===== src/rtl/uart_transmitter.sv =====
// ---------------------------------------------------------------------------
// uart_transmitter
//
// UART transmit side of the serial link. Accepts one byte per write strobe
// and sends it on TxD as: start (0), 8 data bits LSB first, even parity,
// stop (1). Bit timing comes from a 16x baud tick derived from the 50 MHz
// system clock; the divider table matches the receiver so the two ends
// interoperate directly.
//
// Ports
//   clk          in   1  system clock, 50 MHz, rising edge
//   reset        in   1  asynchronous reset, active low
//   baud_select  in   3  baud rate select, latched when a frame is accepted
//   Tx_EN        in   1  transmitter enable; 0 idles / aborts a frame
//   Tx_WR        in   1  write strobe
//   Tx_DATA      in   8  byte to send, captured with Tx_WR
//   TxD          out  1  serial line, idle high (registered)
//   Tx_BUSY      out  1  high while a frame is in flight (registered)
// ---------------------------------------------------------------------------
module uart_transmitter (
  input  logic       clk,
  input  logic       reset,
  input  logic [2:0] baud_select,
  input  logic       Tx_EN,
  input  logic       Tx_WR,
  input  logic [7:0] Tx_DATA,
  output logic       TxD,
  output logic       Tx_BUSY
);

  typedef enum logic [2:0] {
    S_IDLE   = 3'd0,
    S_START  = 3'd1,
    S_DATA   = 3'd2,
    S_PARITY = 3'd3,
    S_STOP   = 3'd4
  } state_t;

  // 16x-oversampled divider for a 50 MHz clock; 10417 needs 14 bits.
  function automatic logic [13:0] divider(input logic [2:0] sel);
    logic [13:0] n;
    case (sel)
      3'b000:  n = 14'd10417; // 300
      3'b001:  n = 14'd2604;  // 1200
      3'b010:  n = 14'd651;   // 4800
      3'b011:  n = 14'd326;   // 9600
      3'b100:  n = 14'd163;   // 19200
      3'b101:  n = 14'd81;    // 38400
      3'b110:  n = 14'd54;    // 57600
      default: n = 14'd27;    // 115200
    endcase
    return n;
  endfunction

  state_t      state, state_nxt;
  logic [7:0]  data_q;
  logic [2:0]  baud_q;
  logic [13:0] baud_cnt;
  logic [3:0]  tick_cnt;
  logic [2:0]  bit_idx, bit_nxt;
  logic        txd_q, busy_q;
  logic        txd_nxt, busy_nxt;

  logic [13:0] div_n;
  logic        accept;
  logic        baud_tick;
  logic        bit_done;
  logic        cnt_clear;

  // Divider comes from the latched select so a mid-frame change of
  // baud_select cannot stretch or shorten the bit in flight.
  assign div_n     = divider(baud_q);
  assign accept    = Tx_EN && Tx_WR && (state == S_IDLE);
  assign baud_tick = (baud_cnt == div_n - 14'd1);
  // 16th tick of the current bit: the edge on which the bit ends.
  assign bit_done  = baud_tick && (tick_cnt == 4'd15);

  // -------------------------------------------------------------------------
  // Next-state logic
  // -------------------------------------------------------------------------
  always_comb begin
    state_nxt = state;
    bit_nxt   = bit_idx;

    case (state)
      S_IDLE: begin
        bit_nxt = 3'd0;
        if (accept) state_nxt = S_START;
      end
      S_START: begin
        if (bit_done) begin
          state_nxt = S_DATA;
          bit_nxt   = 3'd0;
        end
      end
      S_DATA: begin
        if (bit_done) begin
          if (bit_idx == 3'd7) state_nxt = S_PARITY;
          else                 bit_nxt   = bit_idx + 3'd1;
        end
      end
      S_PARITY: begin
        if (bit_done) state_nxt = S_STOP;
      end
      S_STOP: begin
        if (bit_done) state_nxt = S_IDLE;
      end
      default: state_nxt = S_IDLE;
    endcase

    // Dropping the enable abandons any frame in flight.
    if (!Tx_EN && (state != S_IDLE)) begin
      state_nxt = S_IDLE;
      bit_nxt   = 3'd0;
    end
  end

  // -------------------------------------------------------------------------
  // Output decode from the next state, so TxD/Tx_BUSY come straight out of
  // flops and change on the same edge as the state.
  // -------------------------------------------------------------------------
  always_comb begin
    txd_nxt  = 1'b1;
    busy_nxt = 1'b1;
    case (state_nxt)
      S_IDLE:   busy_nxt = 1'b0;
      S_START:  txd_nxt  = 1'b0;
      S_DATA:   txd_nxt  = data_q[bit_nxt];
      S_PARITY: txd_nxt  = ^data_q;  // even parity over data + parity bit
      S_STOP:   txd_nxt  = 1'b1;
      default: begin
        txd_nxt  = 1'b1;
        busy_nxt = 1'b0;
      end
    endcase
  end

  // Counters restart whenever a frame starts, ends or is aborted.
  assign cnt_clear = (state == S_IDLE) || (state_nxt == S_IDLE);

  // -------------------------------------------------------------------------
  // State register
  // -------------------------------------------------------------------------
  always_ff @(posedge clk or negedge reset) begin
    if (!reset) begin
      state   <= S_IDLE;
      bit_idx <= 3'd0;
    end else begin
      state   <= state_nxt;
      bit_idx <= bit_nxt;
    end
  end

  // -------------------------------------------------------------------------
  // Frame latches: written only on acceptance, so a write while busy can
  // never corrupt the byte being shifted out.
  // -------------------------------------------------------------------------
  always_ff @(posedge clk or negedge reset) begin
    if (!reset) begin
      data_q <= 8'd0;
      baud_q <= 3'd0;
    end else if (accept) begin
      data_q <= Tx_DATA;
      baud_q <= baud_select;
    end
  end

  // -------------------------------------------------------------------------
  // Baud divider (0..N-1) and 16-tick bit counter
  // -------------------------------------------------------------------------
  always_ff @(posedge clk or negedge reset) begin
    if (!reset) begin
      baud_cnt <= 14'd0;
      tick_cnt <= 4'd0;
    end else if (cnt_clear) begin
      baud_cnt <= 14'd0;
      tick_cnt <= 4'd0;
    end else if (baud_tick) begin
      baud_cnt <= 14'd0;
      tick_cnt <= tick_cnt + 4'd1;  // wraps to 0 at the bit boundary
    end else begin
      baud_cnt <= baud_cnt + 14'd1;
    end
  end

  // -------------------------------------------------------------------------
  // Registered line outputs
  // -------------------------------------------------------------------------
  always_ff @(posedge clk or negedge reset) begin
    if (!reset) begin
      txd_q  <= 1'b1;
      busy_q <= 1'b0;
    end else begin
      txd_q  <= txd_nxt;
      busy_q <= busy_nxt;
    end
  end

  assign TxD     = txd_q;
  assign Tx_BUSY = busy_q;

endmodule


===== config.mk =====
export PLATFORM = sky130hd
export DESIGN_NAME = uart_transmitter
export DESIGN_NICKNAME = d
export VERILOG_FILES = /design/src/rtl/uart_transmitter.sv
export SDC_FILE = /design/constraint.sdc
export NUM_CORES = 1
export LEC_CHECK = 0
export CORE_MARGIN = 1.5
export CORE_UTILIZATION = 40
export DETAILED_ROUTE_END_ITERATION = 6
export GPL_TIMING_DRIVEN = 0
export PLACE_DENSITY = 0.67
export SYNTH_ARGS = -nofsm -noshare
export SYNTH_HDL_FRONTEND = slang
export SYNTH_SLANG_ARGS = --single-unit
export TNS_END_PERCENT = 20

===== constraint.sdc =====
create_clock -name clk -period 3.7 [get_ports clk]
set_input_delay 0.37 -clock clk [delete_from_list [all_inputs] [get_ports clk]]
set_output_delay 0.37 -clock clk [all_outputs]
set_load 0.01 [all_outputs]

==> results.cfg <==
[run_status]
status = complete, no violations

[yosys]
synth_nets = 287
synth_common_cells = dfrtp_1 (36), nor2_1 (35), xnor2_1 (17)
synth-warning-count = 0
synthFlopType = dfrtp_1
yosysMostFrequentCell = dfrtp_1
avgSynthCellArea_sq_um = 9.18
synth_edf_count = 0
async_flop_share = 1.00
ys_types = 59
ys_top_cells_by_area = dfrtp_1 (37%), xnor2_1 (6.0%), nor2_1 (5.3%)
synth_area_sq_um = 2460
ys_seq_area_frac = 0.377
synth_top_cell_area_share = 0.366
synthCells = 268
ys_ff_latch = 37
yosysTopAreaCell = dfrtp_1

[timing]
period_share = 0.981
clock.fmax_mhz = 276
finalMaxSlewViolations = 0
rsz0062_at_grt = true
relSlewSlack = 0.450
fin_tns_setup_ps = 0
skew_ps = 8.36
min_period_ps = 3630
finalSetupViolCount = 0
hold_viol = 0
worst_pin_slew_ps = 826

[clock_network]
cts_max_path_buffers = 2
cts_tree = done
clk_pin_slew_ps = 80
root_buffer = clkbuf_8
cts_buffers = 5
cts_hold_buf = 0
cts_sinks = 37
clkLatencyLatePin_ps = 290
htree_levels = 2

[global_routing]
grt_pass1_vias = 1930
grt_pass1_wl_um = 8990
grt_max_degree = 38
grt_usage = 0.178
antenna_found_initial = 0
gr-total-overflow = 0

[drt]
drtIter0Drc = 119
dr.pass1.iters = 4
routed_wl_um = 5330
wl_per_cell_um = 14.2
drcViolationCount = 0
ant_nets = 0
vias = 2020
vias_per_cell = 5.39

[placed_design]
port_buffers = 16
dpl_cell_area_sq_um = 2720
hpwl_um = 3740
gp_congestion = 0.808

[finish]
final_cell_area_sq_um = 2970
seqCellArea_sq_um = 928
multi_input_area_sq_um = 1470
drive_gt1_frac = 0.207
nets = 318
nFillCells = 571
syn2layout_area_growth_pct = 20.7
n_antenna_cell = 0

[die]
start_util = 0.416
fp-row-count = 28
core_area_sq_um = 5920
die-area_sq_um = 6630
die_y_um = 81.4
fp.dieW_um = 81.4
ios = 17

[critical_path]
end_kind = register
ff2ff_path_depth = 15
worstPathMaxFanout = 10
reg2reg_slack_ps = 70
start_kind = register
crit_arrival_ps = 3830
cp.required_ps = 3900
crit_type = reg -> reg
r2r_start = baud_q[1]$_DFFE_PN0P_
r2r-end = TxD$_DFF_PN1_

[power]
vdd_ir_drop_max_uv = 268
power_density_nw_per_um2 = 391
p_leak_nw = 1.22

[flow_run]
maxCapViolCount = 0

[worst_hold_path]
hold_class = in -> async
metal layers:
layer / share of wire / global-route usage / up-vias / wire length (um)
li1: - / - / 1003 / -
met1: 0.47 / 0.232 / 982 / 2510
met2: 0.49 / 0.301 / 29 / 2620
met3: 0.024 / 0.0333 / 6 / 128
met4: 0.012 / 0.0517 / 0 / 65
met5: 0 / 0 / - / 0
worst max-delay path, stage by stage (launching register included):
cell,delay (ps)
dfrtp_2,430
buf_6,130
clkbuf_8,150
nor2_2,150
ha_4,180
nor4_2,40
a21o_1,150
or3_1,340
a221o_2,390
or4_4,560
a211oi_4,320
buf_6,160
mux2i_1,70
mux2i_1,130
nor2_1,70
o31ai_2,250
sequential cells by signal, indices dropped and copies added (netlist names):
| name | count |
|---|---|
| TxD | 1 |
| data_q | 8 |
| baud_q | 3 |
| state | 3 |
| baud_cnt | 14 |
| bit_idx | 3 |
| Tx_BUSY | 1 |
| tick_cnt | 4 |
per-stage QoR:
step | total power [mW] | std cells | utilization | setup slack (ps) | hold slack [ps]
after detailed placement | 0.823 | 359 | 0.459 | -516 | 528
after CTS | 1.15 | 374 | 0.492 | -2.24 | 209
after global placement | 0.816 | 359 | 0.460 | -454 | 538
after floorplan | 0.735 | 268 | - | 3.64 | 74.4
after global routing | 1.23 | 375 | 0.502 | -78.0 | 241
final | 1.16 | 375 | 0.502 | 71.1 | 180
power by group:
part / internal (mW) / leakage, nW / switching [mW]
Clock: 0.130 / 0.0439 / 0.147
Sequential: 0.433 / 0.485 / 0.0235
Combinational: 0.215 / 0.686 / 0.214
Total: 0.778 / 1.22 / 0.385
repair_timing:
item	4_1_cts	5_1_grt
endpoints found under the hold margin	0	0
pin swaps	8	8
buffers inserted	8	3
setup endpoints to repair	15	11
gates resized for setup	15	11
cell usage in the layout, fill, tap and decap left out, types with 4 or more instances in the layout:
cell type        instances
dfrtp_1                 35
nor2_1                  34
xnor2_1                 17
clkdlybuf4s50_1         15
nand2_1                 14
xor2_1                  12
buf_4                   11
mux2_2                  11
nand3_1                  9
inv_1                    8
clkbuf_1                 8
mux2i_1                  8
a21oi_1                  7
o21ai_0                  6
clkbuf_8                 6
buf_6                    5
nor3_1                   5
buf_2                    4
nor2b_1                  4
nand4_1                  4
worst max-delay path by stage:
| stage | start | end | depth (start not counted) |
|---|---|---|---|
| 2_1_floorplan | baud_q[1]$_DFFE_PN0P_ | TxD$_DFF_PN1_ | 16 |
| 3_3_place_gp | baud_q[1]$_DFFE_PN0P_ | baud_cnt[12]$_DFF_PN0_ | 17 |
| 3_5_place_dp | baud_q[1]$_DFFE_PN0P_ | baud_cnt[5]$_DFF_PN0_ | 17 |
| 4_1_cts | baud_q[0]$_DFFE_PN0P_ | TxD$_DFF_PN1_ | 17 |
| 5_1_grt | baud_q[0]$_DFFE_PN0P_ | TxD$_DFF_PN1_ | 16 |
| 6_report | baud_q[1]$_DFFE_PN0P_ | TxD$_DFF_PN1_ | 15 |
cells by family (layout without fill, tap and decap cells):
kind of cell    after synthesis  after routing  share of synthesized area
simple gates                103            103                      0.219
fa+ha+maj                     4              4                     0.0203
xor+xnor                     29             29                      0.103
flops                        37             37                      0.377
compound gates               46             46                      0.137
mux                          20             20                     0.0869
buf+inv                      29             61                     0.0564
area by class of cell:
class / instances / area share
Multi-Input combinational cell: 202 / 0.496
Sequential cell: 37 / 0.312
Timing Repair Buffer: 27 / 0.0813
Buffer: 18 / 0.0400
Tap cell: 75 / 0.0316
Clock buffer: 5 / 0.0232
Inverter: 8 / 0.0101
Clock inverter: 3 / 0.00589
No activity file was read; power rests on OpenSTA's default activity.
